### config.mk
export PLATFORM = sky130hd
export DESIGN_NAME = fpu_mult_arbiter
export DESIGN_NICKNAME = d
export VERILOG_FILES = /design/src/rtl/global_defs.sv /design/src/rtl/req_id_fifo.sv /design/src/rtl/fpu_mult_arbiter.sv
export SDC_FILE = /design/constraint.sdc
export NUM_CORES = 1
export LEC_CHECK = 0
export ABC_AREA = 1
export CORE_AREA = 3 3 306 308
export CTS_BUF_LIST = sky130_fd_sc_hd__clkbuf_4
export CTS_CLUSTER_DIAMETER = 120
export DETAILED_ROUTE_END_ITERATION = 12
export DIE_AREA = 0 0 309 311
export PLACE_DENSITY = 0.46
export SLEW_MARGIN = 20
export SYNTH_ARGS = -nofsm -noshare
export SYNTH_HDL_FRONTEND = slang
export SYNTH_SLANG_ARGS = --single-unit
### constraint.sdc
create_clock -name clk -period 2.95 [get_ports clk]
set_input_delay 0.295 -clock clk [delete_from_list [all_inputs] [get_ports clk]]
set_output_delay 0.295 -clock clk [all_outputs]
set_load 0.01 [all_outputs]
### src/rtl/global_defs.sv
// Shared MPU definitions: requester count, operand width and the FPU operand/ID types.
package global_defs;
  localparam int FP          = 64;
  localparam int NUM_FPU_REQ = 4;
  localparam int REQ_ID_W    = $clog2(NUM_FPU_REQ);

  typedef logic [REQ_ID_W-1:0] req_id_t;
  typedef struct packed {logic [FP-1:0] a, b;} fpu_operands_t;
endpackage

### src/rtl/req_id_fifo.sv
// In-order tag FIFO of requester IDs with first-word fall-through read.
module req_id_fifo import global_defs::*; #(
  parameter int DEPTH = 8,
  parameter int W     = REQ_ID_W,
  localparam int PW   = $clog2(DEPTH) + 1
) (
  input  logic          clk,
  input  logic          rst,
  input  logic          push,
  input  logic [W-1:0]  din,
  input  logic          pop,
  output logic [W-1:0]  dout,
  output logic          full,
  output logic          empty,
  output logic [PW-1:0] count
);
  logic [W-1:0]  mem_q [DEPTH];
  logic [PW-1:0] wr_q, rd_q;

  always_ff @(posedge clk) begin
    if (rst) begin
      wr_q <= '0;
      rd_q <= '0;
    end else begin
      if (push) begin
        mem_q[wr_q[PW-2:0]] <= din;
        wr_q <= wr_q + 1'b1;
      end
      if (pop) rd_q <= rd_q + 1'b1;
    end
  end

  // Equal slot index: the wrap bit tells full (differs) from empty (matches).
  assign empty = (wr_q == rd_q);
  assign full  = (wr_q[PW-1] != rd_q[PW-1]) && (wr_q[PW-2:0] == rd_q[PW-2:0]);
  assign count = wr_q - rd_q;
  assign dout  = mem_q[rd_q[PW-2:0]];
endmodule

### src/rtl/fpu_mult_arbiter.sv
// Round-robin sharing of the FPU multiplier between MPU requesters; results are
// routed back through an in-order tag FIFO of winner IDs.
module fpu_mult_arbiter import global_defs::*; #(
  parameter int NUM_REQ   = NUM_FPU_REQ,
  parameter int DATA_W    = FP,
  parameter int TAG_DEPTH = 8,
  localparam int ID_W     = $clog2(NUM_REQ),
  localparam int CNT_W    = $clog2(TAG_DEPTH) + 1
) (
  input  logic                           clk,
  input  logic                           rst,
  input  logic [NUM_REQ-1:0]             req_valid,
  input  logic [NUM_REQ-1:0][DATA_W-1:0] req_a,
  input  logic [NUM_REQ-1:0][DATA_W-1:0] req_b,
  output logic [NUM_REQ-1:0]             req_ready,
  output logic                           fpu_valid,
  output logic [DATA_W-1:0]              fpu_a,
  output logic [DATA_W-1:0]              fpu_b,
  input  logic                           fpu_ready,
  input  logic                           fpu_res_valid,
  input  logic [DATA_W-1:0]              fpu_res,
  output logic [NUM_REQ-1:0]             res_valid,
  output logic [DATA_W-1:0]              res_data,
  output logic [CNT_W-1:0]               outstanding,
  output logic                           busy,
  output logic                           error
);
  // Returns {found, id}; scanning from lowest priority up lets the nearest-to-ptr hit win.
  function automatic logic [ID_W:0] rr_pick(input logic [NUM_REQ-1:0] v,
                                            input logic [ID_W-1:0]    p);
    logic [ID_W:0] r;
    int idx;
    r = '0;
    for (int off = NUM_REQ - 1; off >= 0; off--) begin
      idx = (int'(p) + off) % NUM_REQ;
      if (v[idx]) r = {1'b1, ID_W'(idx)};
    end
    return r;
  endfunction

  logic [ID_W-1:0]    ptr_q, ptr_d;
  logic [NUM_REQ-1:0] res_valid_q, res_valid_d;
  logic [DATA_W-1:0]  res_data_q, res_data_d;
  logic               error_q, error_d;

  logic [ID_W:0]   pick;
  logic            found, can_issue, issue;
  logic [ID_W-1:0] win, fifo_dout;
  logic            fifo_full, fifo_empty, fifo_pop;
  logic [CNT_W-1:0] fifo_count;

  assign pick      = rr_pick(req_valid, ptr_q);
  assign found     = pick[ID_W];
  assign win       = pick[ID_W-1:0];
  assign fifo_pop  = fpu_res_valid && !fifo_empty;
  assign can_issue = fpu_ready && (!fifo_full || fifo_pop) && !rst;
  assign fpu_valid = found && can_issue;
  assign issue     = fpu_valid && fpu_ready;

  always_comb begin
    req_ready = '0;
    fpu_a     = '0;
    fpu_b     = '0;
    if (found) begin
      fpu_a          = req_a[win];
      fpu_b          = req_b[win];
      req_ready[win] = can_issue;
    end
  end

  always_comb begin
    ptr_d = ptr_q;
    if (issue) ptr_d = (win == ID_W'(NUM_REQ - 1)) ? '0 : win + 1'b1;
    res_valid_d            = '0;
    res_valid_d[fifo_dout] = fifo_pop;
    res_data_d = fifo_pop ? fpu_res : res_data_q;
    // Emptiness is judged before this cycle's push, so a same-cycle issue does not cover a stray result.
    error_d    = error_q | (fpu_res_valid && fifo_empty);
  end

  always_ff @(posedge clk) begin
    if (rst) begin
      ptr_q       <= '0;
      res_valid_q <= '0;
      res_data_q  <= '0;
      error_q     <= 1'b0;
    end else begin
      ptr_q       <= ptr_d;
      res_valid_q <= res_valid_d;
      res_data_q  <= res_data_d;
      error_q     <= error_d;
    end
  end

  req_id_fifo #(.DEPTH(TAG_DEPTH), .W(ID_W)) u_tag_fifo (
    .clk   (clk),
    .rst   (rst),
    .push  (issue),
    .din   (win),
    .pop   (fifo_pop),
    .dout  (fifo_dout),
    .full  (fifo_full),
    .empty (fifo_empty),
    .count (fifo_count)
  );

  assign res_valid   = res_valid_q;
  assign res_data    = res_data_q;
  assign outstanding = fifo_count;
  assign busy        = |fifo_count;
  assign error       = error_q;
endmodule

==> flow_summary.rst <==
.. list-table::
   :header-rows: 1

   * - Metric
     - Value
   * - Result of the run
     - finished clean
   * - Worst Slack Setup Final
     - around 0.021 ns
   * - Average detailed-routed wire length per instance
     - 19.4 um
   * - Worst slack on hold paths
     - 0.399 ns
   * - MaxCap Viol Count
     - 0
   * - RSZ-0062 raised after global routing
     - true
   * - CTS tree
     - built
   * - Sequential group share of total power
     - 0.139
   * - Number of optimization iterations in the first detailed-route pass
     - 5
   * - Post-Synthesis Mean Instance Area
     - between 5 and 6 um^2
   * - Routed Wire Length
     - between 70 and 80 mm
   * - Routability-driven placement congestion ratio
     - just under 0.9
   * - Number of max-slew violations in the final report
     - 0
   * - Clk Tree Root Cell
     - sky130_fd_sc_hd__clkbuf_4
   * - Endpoint kind of the worst setup timing path
     - primary output
   * - Post-synth EDFFs
     - 16
   * - Port Buffers
     - 790
   * - DR vias
     - roughly 16,000
   * - Count of antenna-violating nets left after detailed routing
     - 0
   * - Share of post-route cells with drive strength above 1
     - 0.224
   * - Post-DP HPWL
     - ~57 mm
   * - # H-tree levels
     - 3
   * - Die X
     - 309 um
   * - Residual DRC count
     - 0
   * - Slowest cell delay on critical path
     - 0.47 ns
   * - Minimum period implied by the final worst setup slack
     - ~2.9 ns
   * - Utilization of the core after routing
     - 0.254
   * - Final TNS setup
     - 0 ns
   * - Clock slew at reported path FFs
     - about 0.20 ns
   * - Total global routing overflow
     - 0
   * - Number of buffers created by CTS
     - 9
   * - Starting DRC count in detailed routing
     - approximately 930
   * - Critical path start-end classification
     - reg -> out
   * - Most used flip-flop cell after synthesis
     - sky130_fd_sc_hd__dfxtp_1
   * - Startpoint type of the worst setup path
     - register
   * - # clock sinks
     - between 90 and 100
   * - Cell types occupying the most area after synthesis
     - sky130_fd_sc_hd__nand3_1, sky130_fd_sc_hd__dfxtp_1, sky130_fd_sc_hd__inv_1
   * - Maximum buffer depth of the clock tree
     - 2
   * - Worst-case setup slack after placement
     - -0.511 ns
   * - Transition time of the tightest slew-check pin
     - just under 0.7 ns
   * - Largest net degree at the start of global routing
     - 74
   * - Source-to-sink clock delay at the later pin of the worst-skew pair
     - 0.50 ns
   * - Achievable Freq
     - roughly 0.34 GHz
   * - Final Power
     - between 10,000 and 15,000 uW
   * - Die Y
     - just over 300 um
   * - Ordered list of cells on the worst path
     - inv_8 -> nand2_4 -> nand2_4 -> nor2_4 -> nor2_4 -> o21ai_4 -> nand2_2 -> nand2_8 -> buf_12 -> buf_8 -> buf_16 -> buf_8 -> nand3_1 -> a21oi_2 -> buf_2
   * - Yosys top cell area share
     - 0.185
   * - Sequential element share of the synthesized area
     - 0.199
   * - Critical path fanouts, max
     - 8
   * - Total Nets Final
     - roughly 3,400
   * - Worst IR drop on VDD
     - about 0.24 mV
   * - Fill count
     - 10,300
   * - Hold Vio Cnt, Final
     - 0
   * - Mapped Cells
     - between 1,500 and 2,000
   * - Std cell rows
     - 111
   * - Portion of total power attributed to combinational logic
     - 0.796
   * - Via density per instance
     - 3.95
   * - Share of flip-flops with an asynchronous set or reset
     - 0
   * - Initial Utilization
     - 0.116
   * - Post-synth top area cell
     - sky130_fd_sc_hd__nand3_1
   * - Area enclosed by the die boundary
     - slightly below 100,000 um^2
   * - Final count of negative-setup-slack endpoints
     - 0
   * - Proportion of power drawn by the clock network
     - 0.066
   * - Internal power
     - between 6000 and 7000 uW
   * - Net Sw Frac
     - 0.460
   * - Required time of the worst setup path
     - roughly 2.7 ns
   * - Total of flip-flops plus latches after synthesis
     - between 90 and 100
   * - Combined global-route utilization of all metal layers
     - 0.144
   * - Hold-fix buffers at CTS
     - 0
   * - Number of global-route vias before repair
     - between 15,000 and 20,000
   * - Core Box Area
     - 91,400 um^2
   * - Final clock skew
     - around 0.039 ns
   * - Net switching power
     - around 5700 uW
   * - Initial antenna violation count
     - 9
   * - Synth Warn #
     - 0
   * - Nets in the synthesized netlist
     - roughly 2,500
   * - Master of the slowest instance on the critical path
     - sky130_fd_sc_hd__dfxtp_4
   * - Area delta synth->final
     - 119%
   * - Unique masters post-synth
     - 31
   * - Worst slew margin relative to its limit
     - 0.536
   * - I/O pin count
     - approximately 790
   * - First-pass GRT wire length
     - roughly 100 mm
   * - Total standard cell area after synthesis
     - 10,600 um^2
   * - Cell leakage power
     - roughly 0.011 uW
   * - Cell area power density
     - 533 nW/um^2
   * - Arrival time reported for the critical path endpoint
     - 2.63 ns
   * - Min-Delay Path Class
     - in -> reg
   * - Ratio of final minimum period to clock period
     - 0.993
[synth_stat cells (5+ instances only)]
cell type,number
sky130_fd_sc_hd__dfxtp_1,82
sky130_fd_sc_hd__buf_1,5
sky130_fd_sc_hd__inv_1,408
sky130_fd_sc_hd__ha_1,9
sky130_fd_sc_hd__nand2_1,305
sky130_fd_sc_hd__nand3_1,393
sky130_fd_sc_hd__buf_2,66
sky130_fd_sc_hd__buf_4,17
sky130_fd_sc_hd__nor2_1,156
sky130_fd_sc_hd__edfxtp_1,16
sky130_fd_sc_hd__a21oi_1,140
sky130_fd_sc_hd__nand3b_1,128
sky130_fd_sc_hd__o21ai_0,79
sky130_fd_sc_hd__nand2_2,5
sky130_fd_sc_hd__clkbuf_1,39
sky130_fd_sc_hd__buf_6,23
[power by group through the flow]
stage	sequential [uW]	combinational, uW	clock [uW]
4_1_cts	1720	8790	857
6_report	1720	9860	813
2_1_floorplan	1820	3600	0
5_1_grt	1750	10600	912
3_5_place_dp	1740	8280	0
3_3_place_gp	1740	8320	0
[layout make-up]
cell class	count	area, um^2	share of cell area
repair buffers	1020	10600	0.456
multi-input cells	1238	7290	0.314
flip-flops and latches	98	2130	0.0917
inverters	413	1570	0.0674
well taps	1186	1480	0.0638
clock inverters	7	92.6	0.00398
clock buffers	9	67.6	0.00291
diodes	3	7.51	0.000323
[through the flow]
| stage | area [um^2] | instances |
|---|---|---|
| 2_1_floorplan | 10600 | 1899 |
| 3_3_place_gp | 20700 | 3869 |
| 3_5_place_dp | 20700 | 3869 |
| 4_1_cts | 21700 | 3934 |
| 5_1_grt | 23300 | 3974 |
| 6_report | 23300 | 3974 |
[kinds of logic after synthesis]
kind of cell,count (synthesis),share of synthesized area
xor gates and xnor gates,5,0.00412
adders and majority gates,10,0.0125
AOI/OAI and AO/OA,229,0.110
and+or+nand+nor,994,0.445
buffers and inverters,563,0.229
DFF,98,0.199
[cell usage in the layout (no fill, tap or decap), types with 62 or more instances in the layout]
| master | n |
|---|---|
| sky130_fd_sc_hd__clkdlybuf4s50_1 | 657 |
| sky130_fd_sc_hd__inv_1 | 406 |
| sky130_fd_sc_hd__nand3_1 | 294 |
| sky130_fd_sc_hd__nand2_1 | 265 |
| sky130_fd_sc_hd__nor2_1 | 153 |
| sky130_fd_sc_hd__nand3b_1 | 128 |
| sky130_fd_sc_hd__buf_4 | 115 |
| sky130_fd_sc_hd__buf_2 | 110 |
| sky130_fd_sc_hd__nand3_2 | 85 |
| sky130_fd_sc_hd__o21ai_0 | 79 |
| sky130_fd_sc_hd__dfxtp_1 | 76 |
| sky130_fd_sc_hd__a21oi_2 | 75 |
| sky130_fd_sc_hd__a21oi_1 | 62 |
[path summary, 6_finish.rpt]
path                              from                                to  slack (ns)  cells past startpoint
max              ptr_q[0]$_SDFFE_PP0P_                         fpu_b[56]        0.02                     15
min reg2reg  res_data[61]$_SDFFE_PP0N_         res_data[61]$_SDFFE_PP0N_        0.50                      2
min                         fpu_res[7]          res_data[7]$_SDFFE_PP0N_        0.40                      3
max reg2reg      ptr_q[0]$_SDFFE_PP0P_  u_tag_fifo.mem_q[6][0]$_DFFE_PP_        0.64                     13
[per-layer routing]
metal | wire, um | GRT usage
met1 | 32300 | 0.177
met2 | 39700 | 0.266
met3 | 4250 | 0.0276
met4 | 627 | 0.0156
met5 | 86 | 0
[flip-flops by register name, indices dropped and copies added, names as in the netlist, named ones only]
name              flops
res_valid             4
ptr_q                 2
u_tag_fifo.rd_q       4
u_tag_fifo.wr_q       4
u_tag_fifo.mem_q     16
error                 1
res_data             64
[critical path, delay by kind of cell, from the launching register on]
| family | cells | cell delay, ns |
|---|---|---|
| AND/OR/NAND/NOR | 7 | 0.62 |
| buffers and inverters | 6 | 0.71 |
| AO/OA/AOI/OAI | 2 | 0.33 |
| flip-flops | 1 | 0.47 |
[what timing repair did]
item | CTS | global route
pin swaps | 70 | 105
gates resized for setup | 660 | 273
endpoints found under the setup margin | 132 | 134
gates cloned | 13 | 24
buffers inserted | 38 | 18
Power figures use the tool's default switching activity.
